--- config.mk ---
export PLATFORM = sky130hd
export DESIGN_NAME = core_run_ctrl
export DESIGN_NICKNAME = d
export VERILOG_FILES = /design/src/rtl/core_run_pkg.sv /design/src/rtl/core_run_ctrl.sv
export SDC_FILE = /design/constraint.sdc
export NUM_CORES = 1
export LEC_CHECK = 0
export ABC_AREA = 0
export BUFFER_PORTS_ARGS = -buffer_cell sky130_fd_sc_hd__buf_2
export CORE_MARGIN = 5
export CORE_UTILIZATION = 49
export CTS_CLUSTER_DIAMETER = 200
export DETAILED_ROUTE_END_ITERATION = 8
export GPL_TIMING_DRIVEN = 0
export PLACE_DENSITY = 0.77
export SETUP_SLACK_MARGIN = 0.1
export SYNTH_ARGS = -nofsm -noshare
export SYNTH_HDL_FRONTEND = slang
export SYNTH_SLANG_ARGS = --single-unit
--- constraint.sdc ---
create_clock -name clk -period 2.7 [get_ports clk]
set_input_delay 0 -clock clk [delete_from_list [all_inputs] [get_ports clk]]
set_output_delay 0 -clock clk [all_outputs]
set_load 0.02 [all_outputs]
--- src/rtl/core_run_pkg.sv ---
// Shared types and constants for the core run controller.
package core_run_pkg;

   localparam int unsigned WIN_LEN_W          = 9;
   localparam logic [15:0] MAX_CYCLES_DEFAULT = 16'd40000;

   typedef enum logic [1:0] {
      IDLE  = 2'd0,
      LOAD  = 2'd1,
      RUN   = 2'd2,
      DRAIN = 2'd3
   } state_t;

endpackage

--- src/rtl/core_run_ctrl.sv ---
// Run controller: loads operands with the core held in reset, runs the core until done or
// timeout, then streams a result window of data memory back out.
module core_run_ctrl
   import core_run_pkg::*;
#(
   parameter int unsigned   CW         = 16,
   parameter logic [CW-1:0] MAX_CYCLES = CW'(MAX_CYCLES_DEFAULT)
) (
   input  logic                 clk,
   input  logic                 reset,
   input  logic                 start_i,
   input  logic [7:0]           load_base_i,
   input  logic [WIN_LEN_W-1:0] load_len_i,
   input  logic [7:0]           res_base_i,
   input  logic [WIN_LEN_W-1:0] res_len_i,
   input  logic                 in_valid_i,
   input  logic [7:0]           in_data_i,
   output logic                 in_ready_o,
   output logic                 out_valid_o,
   output logic [7:0]           out_data_o,
   input  logic                 out_ready_i,
   output logic                 core_reset_o,
   input  logic                 core_done_i,
   output logic                 mem_sel_o,
   output logic [7:0]           mem_addr_o,
   output logic [7:0]           mem_wdata_o,
   output logic                 mem_we_o,
   input  logic [7:0]           mem_rdata_i,
   output logic                 busy_o,
   output logic                 timeout_o,
   output logic [CW-1:0]        cycles_o
);

   state_t               r_state,     w_state_nxt;
   logic [WIN_LEN_W-1:0] r_idx,       w_idx_nxt;
   logic [7:0]           r_load_base, w_load_base_nxt;
   logic [WIN_LEN_W-1:0] r_load_len,  w_load_len_nxt;
   logic [7:0]           r_res_base,  w_res_base_nxt;
   logic [WIN_LEN_W-1:0] r_res_len,   w_res_len_nxt;
   logic [CW-1:0]        r_cycles,    w_cycles_nxt;
   logic                 r_timeout,   w_timeout_nxt;
   logic [CW-1:0]        w_cycles_inc;
   state_t               w_run_exit;

   // Saturating increment keeps the counter from ever wrapping.
   assign w_cycles_inc = (r_cycles >= MAX_CYCLES) ? MAX_CYCLES : r_cycles + CW'(1);
   assign w_run_exit   = (r_res_len != '0) ? DRAIN : IDLE;

   assign busy_o    = (r_state != IDLE);
   assign timeout_o = r_timeout;
   assign cycles_o  = r_cycles;

   always_ff @(posedge clk or negedge reset) begin
      if (!reset) begin
         r_state     <= IDLE;
         r_idx       <= '0;
         r_load_base <= '0;
         r_load_len  <= '0;
         r_res_base  <= '0;
         r_res_len   <= '0;
         r_cycles    <= '0;
         r_timeout   <= 1'b0;
      end else begin
         r_state     <= w_state_nxt;
         r_idx       <= w_idx_nxt;
         r_load_base <= w_load_base_nxt;
         r_load_len  <= w_load_len_nxt;
         r_res_base  <= w_res_base_nxt;
         r_res_len   <= w_res_len_nxt;
         r_cycles    <= w_cycles_nxt;
         r_timeout   <= w_timeout_nxt;
      end
   end

   always_comb begin
      w_state_nxt     = r_state;
      w_idx_nxt       = r_idx;
      w_load_base_nxt = r_load_base;
      w_load_len_nxt  = r_load_len;
      w_res_base_nxt  = r_res_base;
      w_res_len_nxt   = r_res_len;
      w_cycles_nxt    = r_cycles;
      w_timeout_nxt   = r_timeout;
      core_reset_o    = 1'b1;
      mem_sel_o       = 1'b0;
      in_ready_o      = 1'b0;
      out_valid_o     = 1'b0;
      out_data_o      = '0;
      mem_we_o        = 1'b0;
      mem_addr_o      = '0;
      mem_wdata_o     = '0;

      unique case (r_state)
         IDLE: begin
            if (start_i) begin
               w_load_base_nxt = load_base_i;
               w_load_len_nxt  = load_len_i;
               w_res_base_nxt  = res_base_i;
               w_res_len_nxt   = res_len_i;
               w_idx_nxt       = '0;
               w_cycles_nxt    = '0;
               w_timeout_nxt   = 1'b0;
               w_state_nxt     = (load_len_i != '0) ? LOAD : RUN;
            end
         end

         LOAD: begin
            mem_sel_o   = 1'b1;
            in_ready_o  = 1'b1;
            mem_we_o    = in_valid_i;
            mem_addr_o  = r_load_base + r_idx[7:0];
            mem_wdata_o = in_data_i;
            if (in_valid_i) begin
               if (r_idx == r_load_len - WIN_LEN_W'(1)) begin
                  w_idx_nxt   = '0;
                  w_state_nxt = RUN;
               end else begin
                  w_idx_nxt = r_idx + WIN_LEN_W'(1);
               end
            end
         end

         RUN: begin
            core_reset_o = 1'b0;
            w_cycles_nxt = w_cycles_inc;
            // Done has priority over a limit hit in the same cycle.
            if (core_done_i) begin
               w_idx_nxt   = '0;
               w_state_nxt = w_run_exit;
            end else if (w_cycles_inc >= MAX_CYCLES) begin
               w_timeout_nxt = 1'b1;
               w_idx_nxt     = '0;
               w_state_nxt   = w_run_exit;
            end
         end

         DRAIN: begin
            mem_sel_o   = 1'b1;
            out_valid_o = 1'b1;
            mem_addr_o  = r_res_base + r_idx[7:0];
            out_data_o  = mem_rdata_i;
            if (out_ready_i) begin
               if (r_idx == r_res_len - WIN_LEN_W'(1)) begin
                  w_idx_nxt   = '0;
                  w_state_nxt = IDLE;
               end else begin
                  w_idx_nxt = r_idx + WIN_LEN_W'(1);
               end
            end
         end

         default: w_state_nxt = IDLE;
      endcase
   end

endmodule

# --- After elaboration in Yosys (flattened, before gate mapping) ---
# Cells that the tools add are included.
word_totals:
  ff_bits: 62
  latch_bits: 0
  mem_bits_rw: 0
  romBits: 0
  inputBits: 56
  output_inout_bits: 47
  wordCells: 73
  memories: 0
classes:
  addsub: 6
  n_mul: 0
  div_mod_pow: 0
  n_lt_le_gt_ge: 2
  eq_ne: 13
  shifts: 0
  muxes: 33
  bitwise_logic: 0
  reduce_logical: 11
op_table:
  columns: ["cell", "n"]
  rows:
  - ["$mux 9", 7]
  - ["$pmux 9 s4", 1]
  - ["$ge 16x16->1 const B", 2]
  - ["$mux 16", 2]
  - ["$pmux 16 s2", 1]
  - ["$eq 9x9->1", 2]
  - ["$mux 2", 9]
  - ["$reduce_bool 9->1", 2]
  - ["$sub 9x1->9 const B", 2]
  - ["$add 16x1->16 const B", 1]
  - ["$add 8x8->8", 2]
  - ["$mux 8", 2]
  - ["$pmux 8 s2", 1]
  - ["$ne 2x2->1 const B", 7]
  - ["$add 9x1->9 const B", 1]
  - ["$mux 1", 8]
  - ["$pmux 2 s4", 1]
  - ["$reduce_and 4->1", 2]
  - ["$reduce_and 6->1", 1]
  - ["$eq 2x2->1 const B", 2]
  - ["$reduce_and 2->1", 2]
  - ["$reduce_bool 2->1", 2]
  - ["$ne 3x3->1 const B", 1]
  - ["$eq 2x1->1 const B", 1]
  - ["3 further kinds", 3]

# --- Logic depth before layout (Yosys ltp) ---
# Gate-level depths: netlist (run 1).
logic_depth:
  word_depth: 6
  mapped_depth: 13
  depth_no_buf: 12

# --- Worst setup path after synthesis (run 1) ---
# OpenSTA, ideal clock, no wires.
synth_timing:
  path_kind: "register -> register"
  from: "register r_res_len[0]"
  to: "register r_idx[6]"
  setup_time_ns: 0.126
  arrival_time_ns: 2.659
  t_required_ns: 2.574
  setup_slack_ns: -0.085
  stages_incl_launch_ff: 11
  path_buffers: 1
  synth_period_minus_slack_ns: 2.785
  cell_sequence: "dfrtp_1 inv_1 ha_1 or3b_2 or3_1 a222oi_1 o311ai_1 o311a_2 and3_1 buf_6 a221o_1"
synth_via:
  elab_chain_cells: 5
synth_lines:
  columns: ["element", "line_no", "text"]
  rows:
  - ["start, declared", "core_run_ctrl.sv:39", "logic [WIN_LEN_W-1:0] r_res_len, w_res_len_nxt;"]
  - ["start signal, assigned", "core_run_ctrl.sv:69", "r_res_len <= w_res_len_nxt;"]
  - ["$sub 9x1->9", "core_run_ctrl.sv:143", "if (r_idx == r_res_len - WIN_LEN_W'(1)) begin"]
  - ["$eq 9x9->1", "core_run_ctrl.sv:143", null]
  - ["$mux 9", "core_run_ctrl.sv:143", null]
  - ["$mux 9", "core_run_ctrl.sv:142", "if (out_ready_i) begin"]
  - ["$pmux 9 s4", "core_run_ctrl.sv:93", "unique case (r_state)"]
  - ["end signal, assigned", "core_run_ctrl.sv:65", "r_idx <= w_idx_nxt;"]
  - ["end, declared", "core_run_ctrl.sv:35", "logic [WIN_LEN_W-1:0] r_idx, w_idx_nxt;"]
# No other way between the ends. The select of a mux whose other input is x is not followed.
# A chain may end at the register's enable or synchronous reset.

# --- Final worst setup path (run 1) ---
layout_timing:
  from: "register r_res_len[5]"
  to: "register r_idx[2]"
# The elaborated chain is that of the path after synthesis.

==> results of run 1 <==
==> worst register-to-register path: cells and delay by family (launching register included) <==
family	cells	cell delay [ns]
simple gates	3	1.15
compound gates	4	0.93
flops	1	0.44
buf+inv	1	0.19
==> layer usage <==
| metal | wire length [um] | GRT usage [%] |
|---|---|---|
| met1 | 5397 | 30.75 |
| met2 | 6521 | 41.69 |
| met3 | 1023 | 4.736 |
| met4 | 516 | 13.35 |
| met5 | 0 | 0 |
==> area by class of cell <==
class	instances	area (sq um)
buffer	27	151.4
clock buffer	9	123.9
clock inverter	7	65.06
fill	625	2587
inverter	22	85.08
multi-input combinational	342	2771
sequential	62	1560
tap	108	135.1
timing repair buffer	166	1114
==> synth_stat cells (4+ instances only) <==
cell type / n / area (sq um)
a31oi_1: 4 / 25.02
inv_1: 21 / 78.83
mux2_2: 39 / 439.2
and2_1: 11 / 68.82
nor2_1: 31 / 116.4
buf_6: 6 / 67.56
nand3_1: 17 / 85.08
a221o_1: 6 / 60.06
o21ai_0: 26 / 130.1
nor2b_1: 5 / 31.28
xor2_1: 11 / 96.34
and3_2: 6 / 45.04
clkbuf_1: 21 / 78.83
a21oi_1: 19 / 95.09
nor3_1: 11 / 55.05
nand4_1: 7 / 43.79
xnor2_1: 20 / 175.2
or2_2: 4 / 25.02
nor4_1: 9 / 56.30
ha_1: 13 / 162.7
and3_1: 13 / 81.33
dfrtp_1: 62 / 1551
nand2_1: 23 / 86.33
nor3b_1: 5 / 37.54
o21a_1: 4 / 30.03
==> sequential cells by signal (all words and copies together) (netlist names) <==
signal / count
r_res_base: 8
r_res_len: 9
timeout_o: 1
cycles_o: 16
r_state: 2
r_load_base: 8
r_idx: 9
r_load_len: 9
==> logic make-up (layout without fill, tap and decap cells) <==
| logic type | Yosys count | after routing | synth area share [%] |
|---|---|---|---|
| AO/OA/AOI/OAI | 95 | 96 | 15.25 |
| XOR/XNOR | 32 | 32 | 6.918 |
| adder cells (fa/ha/maj) | 14 | 14 | 4.298 |
| buffers and inverters | 52 | 231 | 5.770 |
| flip-flops | 62 | 62 | 36.50 |
| multiplexers | 42 | 42 | 11.04 |
| AND/OR/NAND/NOR | 157 | 158 | 20.22 |
==> stage by stage <==
stage,std cells,instance area (sq um),TNS [ns]
finish,743,6006,-0.7396
global route,743,6006,-1.774
CTS,738,5854,-0.6047
detailed placement,664,4925,-2.031
global placement,664,4925,-1.500
floorplan,454,4279,0
==> timing repair <==
| action | in CTS | in global routing |
|---|---|---|
| hold buffers | 35 | 1 |
| pin swaps | 22 | 13 |
| gates cloned | 2 | 0 |
| resized for setup | 44 | 31 |
| endpoints found under the hold margin | 35 | 62 |
| endpoints found under the setup margin | 44 | 23 |
| setup buffers | 25 | 9 |
==> power by group through the flow <==
stage               Sequential, mW  Combinational [mW]  Clock [mW]
floorplan                     1.55                2.27           0
global placement              1.57                2.95           0
detailed placement            1.60                3.06           0
CTS                           1.59                3.67       0.816
global route                  1.68                4.26       0.869
finish                        1.64                3.99       0.826
==> worst min-delay path by stage <==
| stage | start | end |
|---|---|---|
| finish | reset | cycles_o[4] |
| global placement | res_len_i[1] | r_res_len[1] |
| CTS | reset | cycles_o[12] |
| detailed placement | res_len_i[1] | r_res_len[1] |
| global route | start_i | r_res_len[4] |
| floorplan | reset | cycles_o[0] |
==> results.py, run 1 <==
metrics = {
    "die": {
        "io_pins": 103,
        "die_w_um": 103.1,
        "dieArea_sq_um": 10640,
        "die_h_um": 103.1,
        "row_count": 34,
        "start_util_pct": 49.46,
        "coreArea_sq_um": 8593,
    },
    "yosys": {
        "synth-edff-count": 0,
        "ys_async_sr_fraction_pct": 100.0,
        "syn_inst": 454,
        "synth.distinct_cells": 68,
        "synth_seq_cells": 62,
        "ys_warn_count": 0,
        "synth_area_per_cell_sq_um": 9.362,
        "syn_nets": 524,
        "synth-main-ff-cell": "dfrtp_1",
        "ys_seq_area_share_pct": 36.50,
        "syn-cell-area_sq_um": 4250,
    },
    "worst_setup_path": {
        "slowest_stage": "or4_4",
        "critical_path_arrival_ns": 3.08,
        "reg2reg_to": "r_idx[2]",
        "critPathRequiredTime_ns": 2.94,
        "crit_type": "reg -> reg",
        "rr_worst_depth": 8,
        "r2r_slack_ns": -0.13,
        "critical-path-top-delay-family": "simple AND/OR/NAND/NOR gates",
        "start_kind": "register",
        "worstPathMaxFanout": 5,
        "crit_path_start": "r_res_len[5]",
        "crit_path_end_kind": "register",
        "crit_buf_inv": 1,
        "r2r-start": "r_res_len[5]",
        "critical_path.endpoint": "r_idx[2]",
        "slowest_delay_ns": 0.55,
        "path_depth": 8,
        "crit_path_cell_trace": "or4_4, or3_1, a222oi_1, o311ai_2, buf_4, o311a_4, and3b_2, a221o_1",
    },
    "power": {
        "power.internal_mw": 3.566,
        "p_leak_nw": 2.803,
        "p_sw_share_pct": 44.70,
        "power_density_nw_per_um2": 1074,
        "p_clk_share_pct": 12.8,
        "combPwrFrac_pct": 61.8,
        "total_power_mw": 6.449,
        "vdd_drop_max_uv": 544.3,
        "pwr-share-seq_pct": 25.4,
        "p_switching_mw": 2.883,
    },
    "cts": {
        "clk_pin_slew_worst_paths_ns": 0.08,
        "clock_sinks": 62,
        "max-clock-path-buffers": 2,
        "cts_tree": "built",
        "htreeDepth": 3,
        "insertion_delay_ns": 0.36,
        "cts_buffers": 9,
        "cts_root_buffer": "clkbuf_8",
    },
    "drt": {
        "wl_um": 13460,
        "vias_per_cell": 5.906,
        "route.detailed.drc": 0,
        "drtAntennaViolNets": 0,
        "drt_iter0_drc": 440,
        "wl_per_cell_um": 18.11,
        "first_pass_iters": 5,
        "num_vias": 4388,
    },
    "status": {
        "failed_checks": "setup timing",
        "outcome": "finished with violations",
    },
    "run": {
        "drv_cap": 0,
    },
    "global_routing": {
        "grt_pass1_vias": 4349,
        "gr-usage-all-layers_pct": 25.06,
        "antenna_found_initial": 0,
        "gr-total-overflow": 0,
        "grt_first_pass_wirelength_um": 20680,
        "grt_max_degree": 63,
    },
    "sta": {
        "tightest_slew_ns": 0.8472,
        "slew_violations": 0,
        "finalHoldViolCount": 0,
        "skew_ns": 0.01698,
        "fin_crit_ns": 2.832,
        "holdWs_ns": 0.2516,
        "setup_ws_ns": -0.1323,
        "rsz0062_at_grt": "true",
        "setup_viol": 9,
        "finalCritPeriodShare_pct": 104.9,
        "max_slew_margin_pct": 43.52,
        "fmax_ghz": 0.3531,
    },
    "place": {
        "dp_hpwl_um": 8309,
        "dp_slack_ns": -0.3746,
        "place.gp.congestion": 0.8755,
        "port_buffers": 102,
    },
    "cells_and_area": {
        "synthToLayoutAreaGrowth_pct": 41.30,
        "nets": 700,
        "layout_common_cells": "buf_2 (99), dfrtp_1 (55), mux2_2 (36), dlygate4sd3_1 (36), buf_4 (31)",
        "layout-drive-gt1-share_pct": 41.42,
        "layout_commonest_cell": "buf_2",
        "antenna_cells": 0,
        "fin_util_pct": 69.89,
    },
    "min_path": {
        "hold_class": "in -> async",
    },
}
(Power assumes the default switching activity.)
==> run 2, diff against run 1 <==
Settings changed: CTS_BUF_LIST from default to sky130_fd_sc_hd__clkbuf_16.
==> run 2 against run 1 <==
Net effect:
- critical endpoint is now r_idx[5]
- the run still ends with setup timing left
- final area up 1.3%
- count of clock-buffer cells in the layout did not move
- clock power up 39%
- utilization is 0.89 points higher
==> results.py, run 2 (synthesis results as in run 1) <==
metrics = {
    "die": {
        "coreArea_sq_um": 8593,
        "die_w_um": 103.1,
        "start_util_pct": 49.46,
        "row_count": 34,
        "dieArea_sq_um": 10640,
        "die_h_um": 103.1,
        "io_pins": 103,
    },
    "worst_setup_path": {
        "slowest_delay_ns": 0.42,
        "critical_path_arrival_ns": 3.05,
        "worstPathMaxFanout": 4,
        "crit_path_cell_trace": "inv_2, ha_4, or3b_4, or3_1, a222oi_1, o311ai_2, buf_4, o311a_4, and3_2, a221o_1",
        "critPathRequiredTime_ns": 2.91,
        "rr_worst_depth": 10,
        "start_kind": "register",
        "crit_path_end_kind": "register",
        "slowest_stage": "dfrtp_2",
        "r2r_slack_ns": -0.14,
        "reg2reg_to": "r_idx[5]",
        "r2r-start": "r_res_len[0]",
        "crit_type": "reg -> reg",
    },
    "sta": {
        "finalHoldViolCount": 0,
        "setup_viol": 11,
        "tightest_slew_ns": 0.8243,
        "fin_crit_ns": 2.837,
        "max_slew_margin_pct": 45.04,
        "rsz0062_at_grt": "true",
        "finalCritPeriodShare_pct": 105.1,
        "skew_ns": 0.01007,
        "fmax_ghz": 0.3525,
        "holdWs_ns": 0.02260,
        "slew_violations": 0,
        "setup_ws_ns": -0.1366,
    },
    "global_routing": {
        "grt_max_degree": 63,
        "grt_first_pass_wirelength_um": 21200,
        "gr-total-overflow": 0,
        "use_met1_pct": 29.48,
        "grt_use_met3_pct": 5.413,
        "antenna_found_initial": 0,
        "use_met2_pct": 44.55,
        "gr-usage-all-layers_pct": 25.58,
        "grt_pass1_vias": 4461,
        "gr-max-usage-layer": "met2",
    },
    "cts": {
        "clk_pin_slew_worst_paths_ns": 0.06,
        "htreeDepth": 3,
        "insertion_delay_ns": 0.33,
        "cts_buffers": 9,
        "cts_root_buffer": "clkbuf_16",
        "clock_sinks": 62,
        "max-clock-path-buffers": 2,
        "cts_tree": "built",
    },
    "drt": {
        "wl_per_cell_um": 18.20,
        "drt_iter0_drc": 351,
        "num_vias": 4466,
        "wl_um": 13540,
        "vias_per_cell": 6.003,
        "drtAntennaViolNets": 0,
        "first_pass_iters": 5,
        "route.detailed.drc": 0,
    },
    "cells_and_area": {
        "synthToLayoutAreaGrowth_pct": 43.10,
        "finalNonFillerCells": 744,
        "fillers": 604,
        "layout-drive-gt1-share_pct": 41.35,
        "layout_common_cells": "buf_2 (98), dfrtp_1 (54), mux2_2 (35), dlygate4sd3_1 (35), buf_4 (34)",
        "nets": 701,
        "seqCellArea_sq_um": 1562,
        "largest_register_ffs": 16,
        "multi_input_comb_area_sq_um": 2755,
        "antenna_cells": 0,
        "final_area_sq_um": 6082,
        "layout_commonest_cell": "buf_2",
    },
    "min_path": {
        "holdPathStages": 4,
        "hold_end": "timeout_o",
        "hold_class": "in -> reg",
        "min_from": "core_done_i",
    },
    "power": {
        "power_density_nw_per_um2": 1113,
        "vdd_drop_max_uv": 605.6,
        "p_leak_nw": 2.839,
    },
    "run": {
        "drv_cap": 0,
    },
    "status": {
        "outcome": "finished with violations",
        "failed_checks": "setup timing",
    },
    "place": {
        "dp_hpwl_um": 8309,
        "place.gp.congestion": 0.8755,
        "dpl_cell_area_sq_um": 4925,
        "dp_slack_ns": -0.3746,
        "dpl.cell_count": 664,
        "port_buffers": 102,
    },
}
## run 2: changes by cell type in the layout (fill, tap and decap cells not counted), moves of 2 or more
| cell | before | now |
|---|---|---|
| clkbuf_16 | 0 | 9 |
| clkbuf_8 | 9 | 0 |
| and3_2 | 2 | 5 |
| and3_4 | 6 | 3 |
| buf_4 | 31 | 34 |
| clkbuf_1 | 13 | 15 |
## run 2: worst max-delay path: cells and delay by family, from the launching register on
family / cells / cell delay (ns)
AOI/OAI and AO/OA: 4 / 0.97
and+or+nand+nor: 3 / 0.92
adders and majority gates: 1 / 0.14
DFF: 1 / 0.42
buffers and inverters: 2 / 0.28
## run 2: repair_timing
action	CTS	global route
cloned	2	0
hold buffers	34	1
endpoints found under the setup margin	43	17
gates resized for setup	46	21
hold endpoints to repair	34	62
pin swaps	15	12
setup buffers	29	4
## run 2: layer usage
metal,vias to the layer above,part of all wire (%)
met2,266,50
met3,44,8.5
met1,2153,38
li1,2003,-
met4,0,3.4
met5,-,0
## run 2: how the worst max path moves through the flow
stage / start / end / slack, ns / cells after the start
floorplan: r_res_len[4] / r_idx[6] / 0.11 / 9
global placement: r_state[1] / mem_addr_o[7] / -0.29 / 12
detailed placement: r_state[1] / mem_addr_o[7] / -0.37 / 12
CTS: r_res_len[0] / r_idx[6] / -0.06 / 10
global route: r_res_len[1] / r_idx[5] / -0.24 / 10
finish: r_res_len[0] / r_idx[5] / -0.14 / 10
## run 2: area by class of cell
class,count,area share [%]
well taps,108,2.222
clock buffers,9,3.703
inverters,22,1.399
flip-flops and latches,62,25.67
repair buffers,167,18.19
plain buffers,27,2.448
multi-input cells,342,45.30
clock inverters,7,1.070
## run 2: power breakdown
part | total, mW | switching, mW | internal [mW] | leakage, nW
clock | 1.15 | 0.444 | 0.707 | 0.141
combinational | 3.97 | 2.11 | 1.87 | 1.93
sequential | 1.64 | 0.373 | 1.27 | 0.773
## run 2: through the flow
step           power [mW]  TNS, ns  utilization [%]
6_report            6.769  -0.9461            70.78
5_1_grt             7.126   -2.021            70.78
4_1_cts             6.423  -0.2552            69.54
3_5_place_dp        4.659   -2.031            57.31
3_3_place_gp        4.518   -1.500            57.31
2_1_floorplan       3.819        0                -
